<file path="src/rtl/reg_write_arbiter.sv">
// reg_write_arbiter
//
// Shares the register file's single write port between two writeback
// sources: src0 (ALU result) and src1 (memory load). Each source owns a
// one-entry holding slot with a valid/ready handshake. An arbiter drains
// the slots onto the write port, one write per cycle. The block also reports
// pending writes against two read addresses, so decode can stall on a hazard.
//
// Parameters
//   DW     data width
//   AW     register address width
//   RR_EN  1 = round-robin between sources, 0 = src1 always wins a conflict
//
// Ports
//   clk, rst            clock and synchronous active-high reset
//   s0_valid/ready      src0 handshake; s0_addr/s0_data carry the write
//   s1_valid/ready      src1 handshake; s1_addr/s1_data carry the write
//   wr_en/addr/data     register-file write port (W1/D1 plus enable)
//   chk_a, chk_b        read addresses to test for pending writes (R1/R2)
//   pend_a, pend_b      a write to chk_a / chk_b is still held in a slot
//   idle                both slots empty
module reg_write_arbiter #(
  parameter int unsigned DW    = 32,
  parameter int unsigned AW    = 5,
  parameter bit          RR_EN = 1'b1
) (
  input  logic          clk,
  input  logic          rst,
  input  logic          s0_valid,
  output logic          s0_ready,
  input  logic [AW-1:0] s0_addr,
  input  logic [DW-1:0] s0_data,
  input  logic          s1_valid,
  output logic          s1_ready,
  input  logic [AW-1:0] s1_addr,
  input  logic [DW-1:0] s1_data,
  output logic          wr_en,
  output logic [AW-1:0] wr_addr,
  output logic [DW-1:0] wr_data,
  input  logic [AW-1:0] chk_a,
  input  logic [AW-1:0] chk_b,
  output logic          pend_a,
  output logic          pend_b,
  output logic          idle
);

  // Holding slots
  logic          slot0_full;
  logic [AW-1:0] slot0_addr;
  logic [DW-1:0] slot0_data;
  logic          slot1_full;
  logic [AW-1:0] slot1_addr;
  logic [DW-1:0] slot1_data;

  // Relative age of the two entries: 1 when slot0 holds the older one.
  // Only meaningful while both slots are full.
  logic slot0_older;

  // Source granted most recently (0 = src0, 1 = src1).
  logic last_grant;

  logic pick1;
  logic grant0;
  logic grant1;
  logic load0;
  logic load1;

  // Conflict resolution for the case where both slots are full. Writes to
  // the same register must retire in arrival order, so age overrides both
  // round-robin and fixed priority.
  always_comb begin
    pick1 = 1'b0;
    if (slot0_addr == slot1_addr) begin
      pick1 = !slot0_older;
    end else if (RR_EN) begin
      pick1 = !last_grant;
    end else begin
      pick1 = 1'b1;
    end
  end

  assign grant0 = slot0_full && (!slot1_full || !pick1);
  assign grant1 = slot1_full && (!slot0_full || pick1);

  // A slot being drained this cycle can take a new entry at the same edge.
  assign s0_ready = !slot0_full || grant0;
  assign s1_ready = !slot1_full || grant1;

  // Writes to $0 complete their handshake but never occupy a slot.
  assign load0 = s0_valid && s0_ready && (s0_addr != '0);
  assign load1 = s1_valid && s1_ready && (s1_addr != '0);

  // Write port is driven straight from the granted slot and is all-zero
  // when nothing is pending.
  always_comb begin
    wr_en   = 1'b0;
    wr_addr = '0;
    wr_data = '0;
    if (grant0) begin
      wr_en   = 1'b1;
      wr_addr = slot0_addr;
      wr_data = slot0_data;
    end else if (grant1) begin
      wr_en   = 1'b1;
      wr_addr = slot1_addr;
      wr_data = slot1_data;
    end
  end

  // Hazard checks include the slot being written this cycle; register $0
  // never has a pending write.
  assign pend_a = (chk_a != '0) &&
                  ((slot0_full && (slot0_addr == chk_a)) ||
                   (slot1_full && (slot1_addr == chk_a)));
  assign pend_b = (chk_b != '0) &&
                  ((slot0_full && (slot0_addr == chk_b)) ||
                   (slot1_full && (slot1_addr == chk_b)));

  assign idle = !slot0_full && !slot1_full;

  // Slot 0: a new entry takes priority over the clear caused by its grant,
  // which gives back-to-back acceptance.
  always_ff @(posedge clk) begin
    if (rst) begin
      slot0_full <= 1'b0;
      slot0_addr <= '0;
      slot0_data <= '0;
    end else if (load0) begin
      slot0_full <= 1'b1;
      slot0_addr <= s0_addr;
      slot0_data <= s0_data;
    end else if (grant0) begin
      slot0_full <= 1'b0;
    end
  end

  // Slot 1: same behaviour as slot 0.
  always_ff @(posedge clk) begin
    if (rst) begin
      slot1_full <= 1'b0;
      slot1_addr <= '0;
      slot1_data <= '0;
    end else if (load1) begin
      slot1_full <= 1'b1;
      slot1_addr <= s1_addr;
      slot1_data <= s1_data;
    end else if (grant1) begin
      slot1_full <= 1'b0;
    end
  end

  // Arbitration history. last_grant resets to src1 so src0 wins the first
  // tie. Age: simultaneous loads make slot0 the older entry; a slot loaded
  // while the other one stays full is the younger. A load into a slot whose
  // partner is empty leaves the flag alone, since the partner's later load
  // will set it.
  always_ff @(posedge clk) begin
    if (rst) begin
      last_grant  <= 1'b1;
      slot0_older <= 1'b1;
    end else begin
      if (grant0) begin
        last_grant <= 1'b0;
      end else if (grant1) begin
        last_grant <= 1'b1;
      end

      if (load0 && load1) begin
        slot0_older <= 1'b1;
      end else if (load0 && slot1_full && !grant1) begin
        slot0_older <= 1'b0;
      end else if (load1 && slot0_full && !grant0) begin
        slot0_older <= 1'b1;
      end
    end
  end

endmodule

</file>
<file path="config.mk">
export PLATFORM = sky130hd
export DESIGN_NAME = reg_write_arbiter
export DESIGN_NICKNAME = d
export VERILOG_FILES = /design/src/rtl/reg_write_arbiter.sv
export SDC_FILE = /design/constraint.sdc
export NUM_CORES = 1
export LEC_CHECK = 0
export BUFFER_PORTS_ARGS = -buffer_cell sky130_fd_sc_hd__buf_2
export CAP_MARGIN = 20
export CORE_MARGIN = 2
export CORE_UTILIZATION = 50
export CTS_BUF_LIST = sky130_fd_sc_hd__clkbuf_16
export DETAILED_ROUTE_END_ITERATION = 8
export PLACE_DENSITY = 0.84
export SLEW_MARGIN = 25
export SYNTH_ARGS = -nofsm -noshare
export SYNTH_HDL_FRONTEND = slang
export SYNTH_SLANG_ARGS = --single-unit
</file>
<file path="constraint.sdc">
create_clock -name clk -period 2.6 [get_ports clk]
set_input_delay 0.39 -clock clk [delete_from_list [all_inputs] [get_ports clk]]
set_output_delay 0.39 -clock clk [all_outputs]
set_load 0.005 [all_outputs]
</file>
==> results of run 1 <==
-- registers in the layout (all words and copies together), names as in the netlist --
register / cells
slot1_data: 32
slot0_data: 32
slot0_addr: 5
slot0_full: 1
last_grant: 1
slot1_addr: 5
slot0_older: 1
slot1_full: 1
-- worst min path at each step --
stage / end / cells past startpoint / start / slack (ps)
detailed placement: slot0_data[6] / 2 / slot0_data[6] / 460
finish: slot1_data[25] / 3 / s1_data[25] / 310
global placement: slot0_data[11] / 2 / slot0_data[11] / 460
CTS: slot1_data[25] / 3 / s1_data[25] / 300
floorplan: slot0_data[0] / 2 / slot0_data[0] / 450
global route: slot1_data[6] / 3 / s1_data[6] / 310
-- cells in the final DEF, fill, tap and decap left out, types with 2 or more instances in the layout --
cell type                    count
sky130_fd_sc_hd__a21oi_1        40
sky130_fd_sc_hd__a22o_1         37
sky130_fd_sc_hd__buf_12          3
sky130_fd_sc_hd__buf_2         130
sky130_fd_sc_hd__buf_4          30
sky130_fd_sc_hd__bufinv_16       2
sky130_fd_sc_hd__clkbuf_16      10
sky130_fd_sc_hd__clkinv_2        2
sky130_fd_sc_hd__clkinvlp_4      2
sky130_fd_sc_hd__dfxtp_1        74
sky130_fd_sc_hd__dfxtp_2         4
sky130_fd_sc_hd__inv_1           3
sky130_fd_sc_hd__nand2_1         7
sky130_fd_sc_hd__nand2b_1       38
sky130_fd_sc_hd__nand3_1         7
sky130_fd_sc_hd__nor2_1          8
sky130_fd_sc_hd__nor2b_1        35
sky130_fd_sc_hd__nor3_1          2
sky130_fd_sc_hd__nor4_1          4
sky130_fd_sc_hd__o211ai_1       37
sky130_fd_sc_hd__o21ai_0        67
sky130_fd_sc_hd__o21ai_1         4
sky130_fd_sc_hd__o31ai_1        37
sky130_fd_sc_hd__o32ai_1         2
sky130_fd_sc_hd__or4_1           3
sky130_fd_sc_hd__xnor2_1         4
sky130_fd_sc_hd__xnor2_2         5
sky130_fd_sc_hd__xor2_1         16
-- metrics by stage --
step	instances	area (um^2)	total power, mW	hold WS (ps)	setup TNS [ps]
2_1_floorplan	516	4340	1.72	448	0
3_3_place_gp	723	5140	1.93	455	0
3_5_place_dp	723	5140	1.95	460	0
4_1_cts	739	5470	3.28	303	0
5_1_grt	742	5560	3.44	307	-103
6_report	742	5560	3.31	307	0
-- worst reg2reg max path, cell delays in order (launching register included) --
cell and delay [ps]:
sky130_fd_sc_hd__dfxtp_2 360, sky130_fd_sc_hd__xnor2_2 160, sky130_fd_sc_hd__and3_4 200, sky130_fd_sc_hd__buf_4 150, sky130_fd_sc_hd__a21oi_2 530, sky130_fd_sc_hd__buf_4 300, sky130_fd_sc_hd__o21ai_0 130, sky130_fd_sc_hd__o21ai_0 100
-- layout make-up --
cell class / count / area, um^2
Timing Repair Buffer: 165 / 976
Clock inverter: 7 / 88.8
Fill cell: 662 / 2990
Tap cell: 108 / 135
Sequential cell: 78 / 1570
Multi-Input combinational cell: 372 / 2550
Clock buffer: 9 / 225
Inverter: 3 / 11.3
-- power by group --
| part | total, mW | switching, mW | internal [mW] |
|---|---|---|---|
| Clock | 1.33 | 0.494 | 0.833 |
| Sequential | 1.34 | 0.0647 | 1.28 |
| Combinational | 0.645 | 0.355 | 0.289 |
| Total | 3.31 | 0.913 | 2.40 |
-- timing repair --
item,CTS,global route
cloned,0,1
resized for setup,8,9
endpoints found under the setup margin,37,37
setup buffers,0,2
hold endpoints to repair,0,0
pin swaps,0,3
-- logic make-up (layout without fill, tap and decap cells) --
logic type,Yosys count,after routing,share of synthesized area (%)
AO/OA/AOI/OAI,237,237,36.3
AND/OR/NAND/NOR,110,110,14.9
flip-flops,78,78,35.9
buffers and inverters,66,184,7.83
XOR/XNOR,25,25,5.04
-- layer usage --
metal	part of all wire, %	track usage [%]	wire [um]	up-vias
met2	47	43.6	6260	235
met1	43	34.9	5630	2128
met4	2.1	9.08	275	0
met5	0	0	0	-
li1	-	-	-	2113
met3	7.8	4.75	1030	32
==> impl_metrics.json, run 1 <==
{
  "synth.cell_area_um2": 4340,
  "synth.largest_area_cell": "sky130_fd_sc_hd__dfxtp_1",
  "yosys_register_bits": 78,
  "cpMostUsedCell": "sky130_fd_sc_hd__buf_4",
  "drt_drc_violations_left": 0,
  "fraction_of_synthesis_flops_using_an_asynchronous_set_or_reset_pin_pct": 0,
  "worst_setup_path_startpoint": "slot1_addr[2]",
  "max-cap-violations": 0,
  "gpl_congestion": 0.956,
  "synthDominantCellAreaShare_pct": 35.9,
  "final.setup.worst_slack_ps": 63.1,
  "floorplan.die.width_um": 97.2,
  "boundaryPins": 131,
  "grtUsageTotal_pct": 26.4,
  "cp_num_cells": 8,
  "finClkSkew_ps": 7.12,
  "rrSetupSlack_ps": 570,
  "die_area_um2": 9450,
  "routed-via-count": 4508,
  "drt_pass1_iterations": 5,
  "status": "complete, no violations",
  "share_of_post_route_cells_with_drive_strength_above_1_pct": 31.9,
  "numClockSinks": 78,
  "finalHoldViolations": 0,
  "timing.critical_path.fanout_max": 11,
  "core_um2": 8550,
  "worst-setup-path-type": "reg -> out",
  "clk_path_buf_depth": 2,
  "grt_pass1_wl_mm": 20.7,
  "synthesis.area_per_instance_um2": 8.42,
  "dp_hpwl_mm": 8.90,
  "cpPeakStageDelay_ps": 360,
  "root_buffer": "sky130_fd_sc_hd__clkbuf_16",
  "areaGrowthSynthToFinish_pct": 27.9,
  "drt-wirelength-per-cell_um": 17.8,
  "crit_path_cell_trace": "xnor2_2 > and2_4 > buf_4 > a21boi_4 > o31a_1 > buf_4 > a22o_1 > buf_2",
  "mappedNetlistNets": 604,
  "floorplan.initialDensity_pct": 50.8,
  "hold_path.class": "in -> reg",
  "cts_inserted_buffers": 9,
  "cell_area_power_density_nw_per_um2": 596,
  "synth_warnings": 0,
  "grt.overflow.total": 0,
  "dr.first_iter.drc_count": 310,
  "setup.worst_path.end_class": "output port",
  "final_util_pct": 65.0,
  "synth_flop_cell": "sky130_fd_sc_hd__dfxtp_1",
  "critical-path-top-delay-family": "compound AO/OA/AOI/OAI gates",
  "deepest_level_of_the_cts_h_tree": 3,
  "cp.required_ps": 2210,
  "critPathSlowestCell": "sky130_fd_sc_hd__dfxtp_2",
  "count_of_hold_buffers_inserted_by_post_cts_repair": 0,
  "synth-edff-count": 0,
  "reg2reg_from": "slot1_addr[3]",
  "antenna_found_initial": 0,
  "worst_r2r_endpoint": "slot1_data[21]",
  "worst_pin_slew_ps": 672,
  "timing.reg2reg.worst_path_depth": 7,
  "final_clock_period_utilization_by_the_worst_path_pct": 97.6,
  "startpoint_type": "flip-flop",
  "preCtsSetupSlack_ps": 248,
  "path_clk_slew_ps": 60,
  "insertedDiodeCount": 0,
  "port_buffers": 130,
  "timing.max_slew.rel_slack_pct": 55.2,
  "minimum_clock_period_ps": 2540,
  "pin_count_of_the_biggest_net_entering_global_routing": 50,
  "cp.buffers_inverters": 3,
  "setup_viol_count_final": 0,
  "rows": 34,
  "worst_skew_pair.late_latency_ps": 330,
  "die_h_um": 97.2,
  "number_of_global_route_vias_before_repair": 4233,
  "final_net_count": 717,
  "fmax_ghz": 0.394,
  "tritoncts": "built",
  "synthMostInstantiatedCell": "sky130_fd_sc_hd__dfxtp_1",
  "max_slew_violation_count": 0,
  "timing.critical_path.to": "wr_data[10]",
  "post_synth_most_frequent_cells": "78 x sky130_fd_sc_hd__dfxtp_1, 67 x sky130_fd_sc_hd__o21ai_0, 41 x sky130_fd_sc_hd__a21oi_1",
  "postRouteWirelength_mm": 13.2,
  "largest_vdd_supply_drop_v": 0.000360,
  "power_leakage_nw": 2.37,
  "synthTopCellsByArea": "sky130_fd_sc_hd__dfxtp_1 36%, sky130_fd_sc_hd__o21ai_0 7.7%, sky130_fd_sc_hd__a22o_1 7.5%, sky130_fd_sc_hd__o211ai_1 6.4%, sky130_fd_sc_hd__o31ai_1 6.4%",
  "synth.yosys.seq_area_share_pct": 35.9,
  "antenna_left": 0,
  "post_drt_via_cell_ratio": 6.08,
  "netlist_cell_types": 38,
  "timing.critical_path.arrival_ps": 2150,
  "syn_inst": 516
}
No activity file was read; power rests on OpenSTA's default activity.
==> inputs of run 2 (changes only) <==
--- a/config.mk
+++ b/config.mk
@@ -11,6 +11,7 @@
 export CORE_UTILIZATION = 50
 export CTS_BUF_LIST = sky130_fd_sc_hd__clkbuf_16
 export DETAILED_ROUTE_END_ITERATION = 8
+export MAX_ROUTING_LAYER = met4
 export PLACE_DENSITY = 0.84
 export SLEW_MARGIN = 25
 export SYNTH_ARGS = -nofsm -noshare
==> run 2 against run 1 <==
Net effect: setup slack got worse by 9.1 ps; non-clock buffer count unchanged; maximum frequency fell by 0.36%; die area is the same; sequential share of layout area unchanged; combinational power about the same; sequential power about the same; critical endpoint unchanged.
==> impl_metrics.json, run 2 (synthesized netlist as in run 1, its figures left out) <==
{
  "status": "complete, no violations",
  "reg_top3": "slot0_data x32, slot1_data x32",
  "holdWs_ps": 305,
  "timing.critical_path.to": "wr_data[10]",
  "timing.critical_path.fanout_max": 11,
  "rows": 34,
  "final.fill_count": 662,
  "setup_viol_count_final": 0,
  "holdCritStartpoint": "s1_data[6]",
  "path_clk_slew_ps": 60,
  "setup.worst_path.end_class": "output port",
  "floorplan.initialDensity_pct": 50.8,
  "antenna_found_initial": 0,
  "finClkSkew_ps": 7.49,
  "rrSetupSlack_ps": 580,
  "gpl_congestion": 0.974,
  "number_of_global_route_vias_before_repair": 4234,
  "routed-via-count": 4495,
  "cts_inserted_buffers": 9,
  "worst_skew_pair.late_latency_ps": 340,
  "timing.critical_path.arrival_ps": 2160,
  "deepest_level_of_the_cts_h_tree": 3,
  "fmax_ghz": 0.393,
  "met3_wl_post_dr_mm": 1.07,
  "design_area_um2": 5560,
  "drt_pass1_iterations": 7,
  "reg2reg_from": "slot1_addr[3]",
  "cp.required_ps": 2210,
  "largest_vdd_supply_drop_v": 0.000364,
  "areaGrowthSynthToFinish_pct": 27.9,
  "grtUsageTotal_pct": 27.3,
  "root_buffer": "sky130_fd_sc_hd__clkbuf_16",
  "startpoint_type": "flip-flop",
  "floorplan.die.width_um": 97.2,
  "grt.overflow.total": 0,
  "die_area_um2": 9450,
  "max-cap-violations": 0,
  "dr.first_iter.drc_count": 372,
  "port_buffers": 130,
  "dp_hpwl_mm": 8.90,
  "timing.reg2reg.worst_path_depth": 7,
  "routed.top_layer": "met4",
  "grt_pass1_wl_mm": 20.8,
  "worst_r2r_endpoint": "slot1_data[21]",
  "boundaryPins": 131,
  "wl_met2_mm": 6.27,
  "max_slew_violation_count": 0,
  "antenna_left": 0,
  "numClockSinks": 78,
  "layout_commonest_cell": "sky130_fd_sc_hd__buf_2",
  "placed_cell_area_um2": 5140,
  "m1WireLength_mm": 5.55,
  "layout_common_cells": "130 x sky130_fd_sc_hd__buf_2, 74 x sky130_fd_sc_hd__dfxtp_1, 67 x sky130_fd_sc_hd__o21ai_0",
  "insertedDiodeCount": 0,
  "drt_drc_violations_left": 0,
  "final_net_count": 717,
  "core_um2": 8550,
  "clk_path_buf_depth": 2,
  "post_drt_via_cell_ratio": 6.06,
  "postRouteWirelength_mm": 13.2,
  "hold_path.class": "in -> reg",
  "share_of_post_route_cells_with_drive_strength_above_1_pct": 31.9,
  "minimum_clock_period_ps": 2550,
  "tritoncts": "built",
  "worst-setup-path-type": "reg -> out",
  "die_h_um": 97.2,
  "worst_setup_path_startpoint": "slot1_addr[2]",
  "finalHoldViolations": 0,
  "pin_count_of_the_biggest_net_entering_global_routing": 50,
  "worst_pin_slew_ps": 660,
  "drt-wirelength-per-cell_um": 17.8,
  "power_leakage_nw": 2.37,
  "cell_area_power_density_nw_per_um2": 596,
  "timing.max_slew.rel_slack_pct": 56.0,
  "count_of_hold_buffers_inserted_by_post_cts_repair": 0,
  "final_clock_period_utilization_by_the_worst_path_pct": 97.9
}
-- run 2: cell counts in the layout (fill, tap and decap cells not counted) --
Identical to the previous run, type by type.
-- run 2: layer usage --
layer	vias up	global-route usage, %
met2	248	43.7
met3	33	4.17
li1	2111	-
met5	-	-
met4	0	10.0
met1	2103	35.2
-- run 2: repair_timing --
| item | in CTS | in global routing |
|---|---|---|
| endpoints found under the setup margin | 37 | 37 |
| pin swaps | 0 | 3 |
| buffers inserted | 0 | 2 |
| endpoints found under the hold margin | 0 | 0 |
| gates resized for setup | 8 | 9 |
| cloned | 0 | 1 |
-- run 2: worst min-delay path by stage --
stage	end	slack (ps)	cells past startpoint
final	slot1_data[6]	300	3
after global routing	slot1_data[6]	310	3
after global placement	slot0_data[11]	460	2
after detailed placement	slot0_data[6]	460	2
after CTS	slot1_data[25]	300	3
after floorplan	slot0_data[0]	450	2
-- run 2: worst max-delay path: stages (launching register included) --
cell                       delay, ps
sky130_fd_sc_hd__dfxtp_2         360
sky130_fd_sc_hd__xnor2_2         220
sky130_fd_sc_hd__and2_4          220
sky130_fd_sc_hd__buf_4           150
sky130_fd_sc_hd__a21boi_4         50
sky130_fd_sc_hd__o31a_1          270
sky130_fd_sc_hd__buf_4           200
sky130_fd_sc_hd__a22o_1          210
sky130_fd_sc_hd__buf_2           130
-- run 2: metrics by stage --
| step | worst slack, ps | util, % | TNS, ps | total power [mW] | instances |
|---|---|---|---|---|---|
| after floorplan | 463 | - | 0 | 1.72 | 516 |
| after CTS | 10.7 | 64.0 | 0 | 3.28 | 739 |
| after global routing | -13.6 | 65.0 | -117 | 3.44 | 742 |
| after global placement | 308 | 60.1 | 0 | 1.93 | 723 |
| after detailed placement | 248 | 60.1 | 0 | 1.95 | 723 |
| final | 53.9 | 65.0 | 0 | 3.32 | 742 |
-- run 2: area by class of cell --
class / instances / area [um^2] / share of cell area, %
well taps: 108 / 135 / 2.43
flip-flops and latches: 78 / 1570 / 28.2
clock buffers: 9 / 225 / 4.05
inverters: 3 / 11.3 / 0.203
multi-input cells: 372 / 2550 / 46.0
repair buffers: 165 / 976 / 17.6
clock inverters: 7 / 88.8 / 1.60
-- run 2: where the power goes --
part	leakage, nW	internal [mW]	switching, mW
Clock	0.149	0.833	0.496
Combinational	1.58	0.290	0.357
Sequential	0.645	1.28	0.0641
Total	2.37	2.40	0.917
==> inputs of run 3 (changes only) <==
--- a/config.mk
+++ b/config.mk
@@ -7,6 +7,7 @@
 export LEC_CHECK = 0
 export BUFFER_PORTS_ARGS = -buffer_cell sky130_fd_sc_hd__buf_2
 export CAP_MARGIN = 20
+export CORE_ASPECT_RATIO = 0.75
 export CORE_MARGIN = 2
 export CORE_UTILIZATION = 50
 export CTS_BUF_LIST = sky130_fd_sc_hd__clkbuf_16
==> run 3 against run 2 <==
Net effect: total power grew 0.98%; critical path type unchanged; cell count shrank 0.40%; critical endpoint is now wr_data[24]; sequential share of layout area is essentially flat; die area is essentially flat; register-to-register slack lost 150 ps.
==> impl_metrics.json, run 3 (synthesized netlist as in run 1, its figures left out) <==
{
  "sw_share_pct": 27.9,
  "drt_drc_violations_left": 0,
  "status": "complete, no violations",
  "timing.max_slew.rel_slack_pct": 49.2,
  "core_um2": 8450,
  "timing.critical_path.fanout_max": 7,
  "timing.reg2reg.worst_path_depth": 7,
  "cp.required_ps": 2210,
  "clk_path_buf_depth": 2,
  "final.fill_count": 682,
  "fmax_ghz": 0.386,
  "routed-via-count": 4445,
  "final_net_count": 714,
  "combPwrFrac_pct": 19.4,
  "setup_viol_count_final": 0,
  "largest_vdd_supply_drop_v": 0.000321,
  "dr.first_iter.drc_count": 402,
  "dp_hpwl_mm": 8.75,
  "antenna_found_initial": 0,
  "antenna_left": 0,
  "power_switching_uw": 935,
  "grt.overflow.total": 0,
  "share_of_post_route_cells_with_drive_strength_above_1_pct": 32.5,
  "min_to": "slot1_data[25]",
  "die_h_um": 84.7,
  "final_clock_period_utilization_by_the_worst_path_pct": 99.6,
  "timing.hold.worst_path_depth": 3,
  "gpl_congestion": 0.966,
  "rows": 29,
  "critPathSlowestCell": "sky130_fd_sc_hd__a311oi_4",
  "cts_inserted_buffers": 9,
  "finClkSkew_ps": 8.31,
  "cp.buffers_inverters": 2,
  "p_clk_share_pct": 40.5,
  "path_clk_slew_ps": 60,
  "floorplan.initialDensity_pct": 51.4,
  "worst_r2r_endpoint": "slot1_data[22]",
  "power_leakage_nw": 2.38,
  "boundaryPins": 131,
  "crit_path_cell_trace": "xnor2_4 > and3_4 > nand2_4 > a311oi_4 > clkbuf_16 > a22o_1 > buf_2",
  "layout_commonest_cell": "sky130_fd_sc_hd__buf_2",
  "worst-setup-path-type": "reg -> out",
  "worst_skew_pair.late_latency_ps": 330,
  "timing.critical_path.arrival_ps": 2200,
  "holdCritStartpoint": "s1_data[25]",
  "p_int_mw": 2.41,
  "postRouteWirelength_mm": 13.0,
  "grt_pass1_wl_mm": 20.4,
  "root_buffer": "sky130_fd_sc_hd__clkbuf_16",
  "floorplan.die.width_um": 112,
  "insertedDiodeCount": 0,
  "reg_top3": "slot0_data x32, slot1_data x32",
  "pin_count_of_the_biggest_net_entering_global_routing": 56,
  "areaGrowthSynthToFinish_pct": 29.4,
  "minimum_clock_period_ps": 2590,
  "startpoint_type": "flip-flop",
  "power_frac_seq_pct": 40.1,
  "deepest_level_of_the_cts_h_tree": 3,
  "finalHoldViolations": 0,
  "post_drt_via_cell_ratio": 6.01,
  "final_cells": 739,
  "critical-path-top-delay-family": "compound AO/OA/AOI/OAI gates",
  "worst_pin_slew_ps": 763,
  "drt_pass1_iterations": 5,
  "rrSetupSlack_ps": 430,
  "cell_area_power_density_nw_per_um2": 595,
  "cpPeakStageDelay_ps": 430,
  "fin_setup_tns_ps": 0,
  "max-cap-violations": 0,
  "hold_path.class": "in -> reg",
  "numClockSinks": 78,
  "rsz_0062_raised_after_global_routing": "true",
  "dpl.cell_count": 717,
  "die_area_um2": 9460,
  "setup.worst_path.end_class": "output port",
  "count_of_hold_buffers_inserted_by_post_cts_repair": 0,
  "layout_common_cells": "130 x sky130_fd_sc_hd__buf_2, 69 x sky130_fd_sc_hd__dfxtp_1, 67 x sky130_fd_sc_hd__o21ai_0",
  "tritoncts": "built",
  "drt-wirelength-per-cell_um": 17.6,
  "reg2reg_from": "slot0_addr[0]",
  "max_slew_violation_count": 0,
  "number_of_global_route_vias_before_repair": 4075,
  "grtUsageTotal_pct": 27.3,
  "port_buffers": 130
}
run 3: changes by cell type in the layout (fill, tap and decap cells not counted), moves of 2 or more:
| cell | delta |
|---|---|
| sky130_fd_sc_hd__buf_12 | +2 |
| sky130_fd_sc_hd__xnor2_2 | -3 |
| sky130_fd_sc_hd__xnor2_4 | +3 |
| sky130_fd_sc_hd__dfxtp_1 | -5 |
| sky130_fd_sc_hd__buf_6 | +2 |
| sky130_fd_sc_hd__clkinv_4 | +3 |
| sky130_fd_sc_hd__dfxtp_4 | +4 |
| sky130_fd_sc_hd__buf_4 | -6 |
run 3: worst register-to-register path, stage by stage (launching register included):
cell	delay (ps)
sky130_fd_sc_hd__dfxtp_4	380
sky130_fd_sc_hd__xnor2_4	150
sky130_fd_sc_hd__and3_4	220
sky130_fd_sc_hd__buf_4	160
sky130_fd_sc_hd__a21oi_2	590
sky130_fd_sc_hd__buf_4	370
sky130_fd_sc_hd__o21ai_0	140
sky130_fd_sc_hd__o21ai_0	90
run 3: power groups by stage:
stage	logic (mW)	registers, mW	clock network [mW]
after detailed placement	0.588	1.36	0
after floorplan	0.383	1.33	0
after global placement	0.572	1.36	0
after CTS	0.599	1.34	1.36
final	0.649	1.34	1.35
after global routing	0.703	1.35	1.42
run 3: worst max path at each step:
stage                  start  slack, ps          end  cells past startpoint
6_report       slot0_addr[1]         10  wr_data[24]                      7
5_1_grt        slot0_addr[1]        -40   wr_addr[2]                      7
4_1_cts        slot0_addr[1]          3  wr_data[14]                      7
3_5_place_dp   slot0_addr[2]        140  wr_data[14]                      7
3_3_place_gp   slot0_addr[1]        160  wr_data[13]                      7
2_1_floorplan  slot0_addr[1]        460   wr_addr[0]                      9
run 3: metal layers:
| layer | track usage (%) | vias up | share of wire, % |
|---|---|---|---|
| li1 | - | 2122 | - |
| met1 | 36.5 | 2094 | 45 |
| met2 | 43.5 | 221 | 47 |
| met3 | 4.62 | 8 | 8.4 |
| met4 | 6.40 | 0 | 0.57 |
| met5 | - | - | 0 |
run 3: through the flow:
step	cell area [um^2]	total power [mW]	utilization [%]	hold slack, ps	worst slack, ps
floorplan	4340	1.72	-	448	463
global placement	5120	1.93	60.5	457	156
detailed placement	5120	1.95	60.5	464	136
CTS	5470	3.30	64.7	305	2.56
global route	5620	3.47	66.5	308	-41.8
finish	5620	3.35	66.5	311	9.56
run 3: cell type report:
cell class	instances	area [um^2]	share of cell area, %
multi-input combinational	372	2590	46.1
sequential	78	1580	28.1
timing repair buffer	162	978	17.4
clock buffer	9	225	4.01
tap	108	135	2.40
clock inverter	7	98.8	1.76
inverter	3	11.3	0.200
run 3: timing repair:
action	in CTS	in global routing
setup buffers	0	4
setup endpoints to repair	37	37
resized for setup	12	17
gates cloned	0	2
pin swaps	1	7
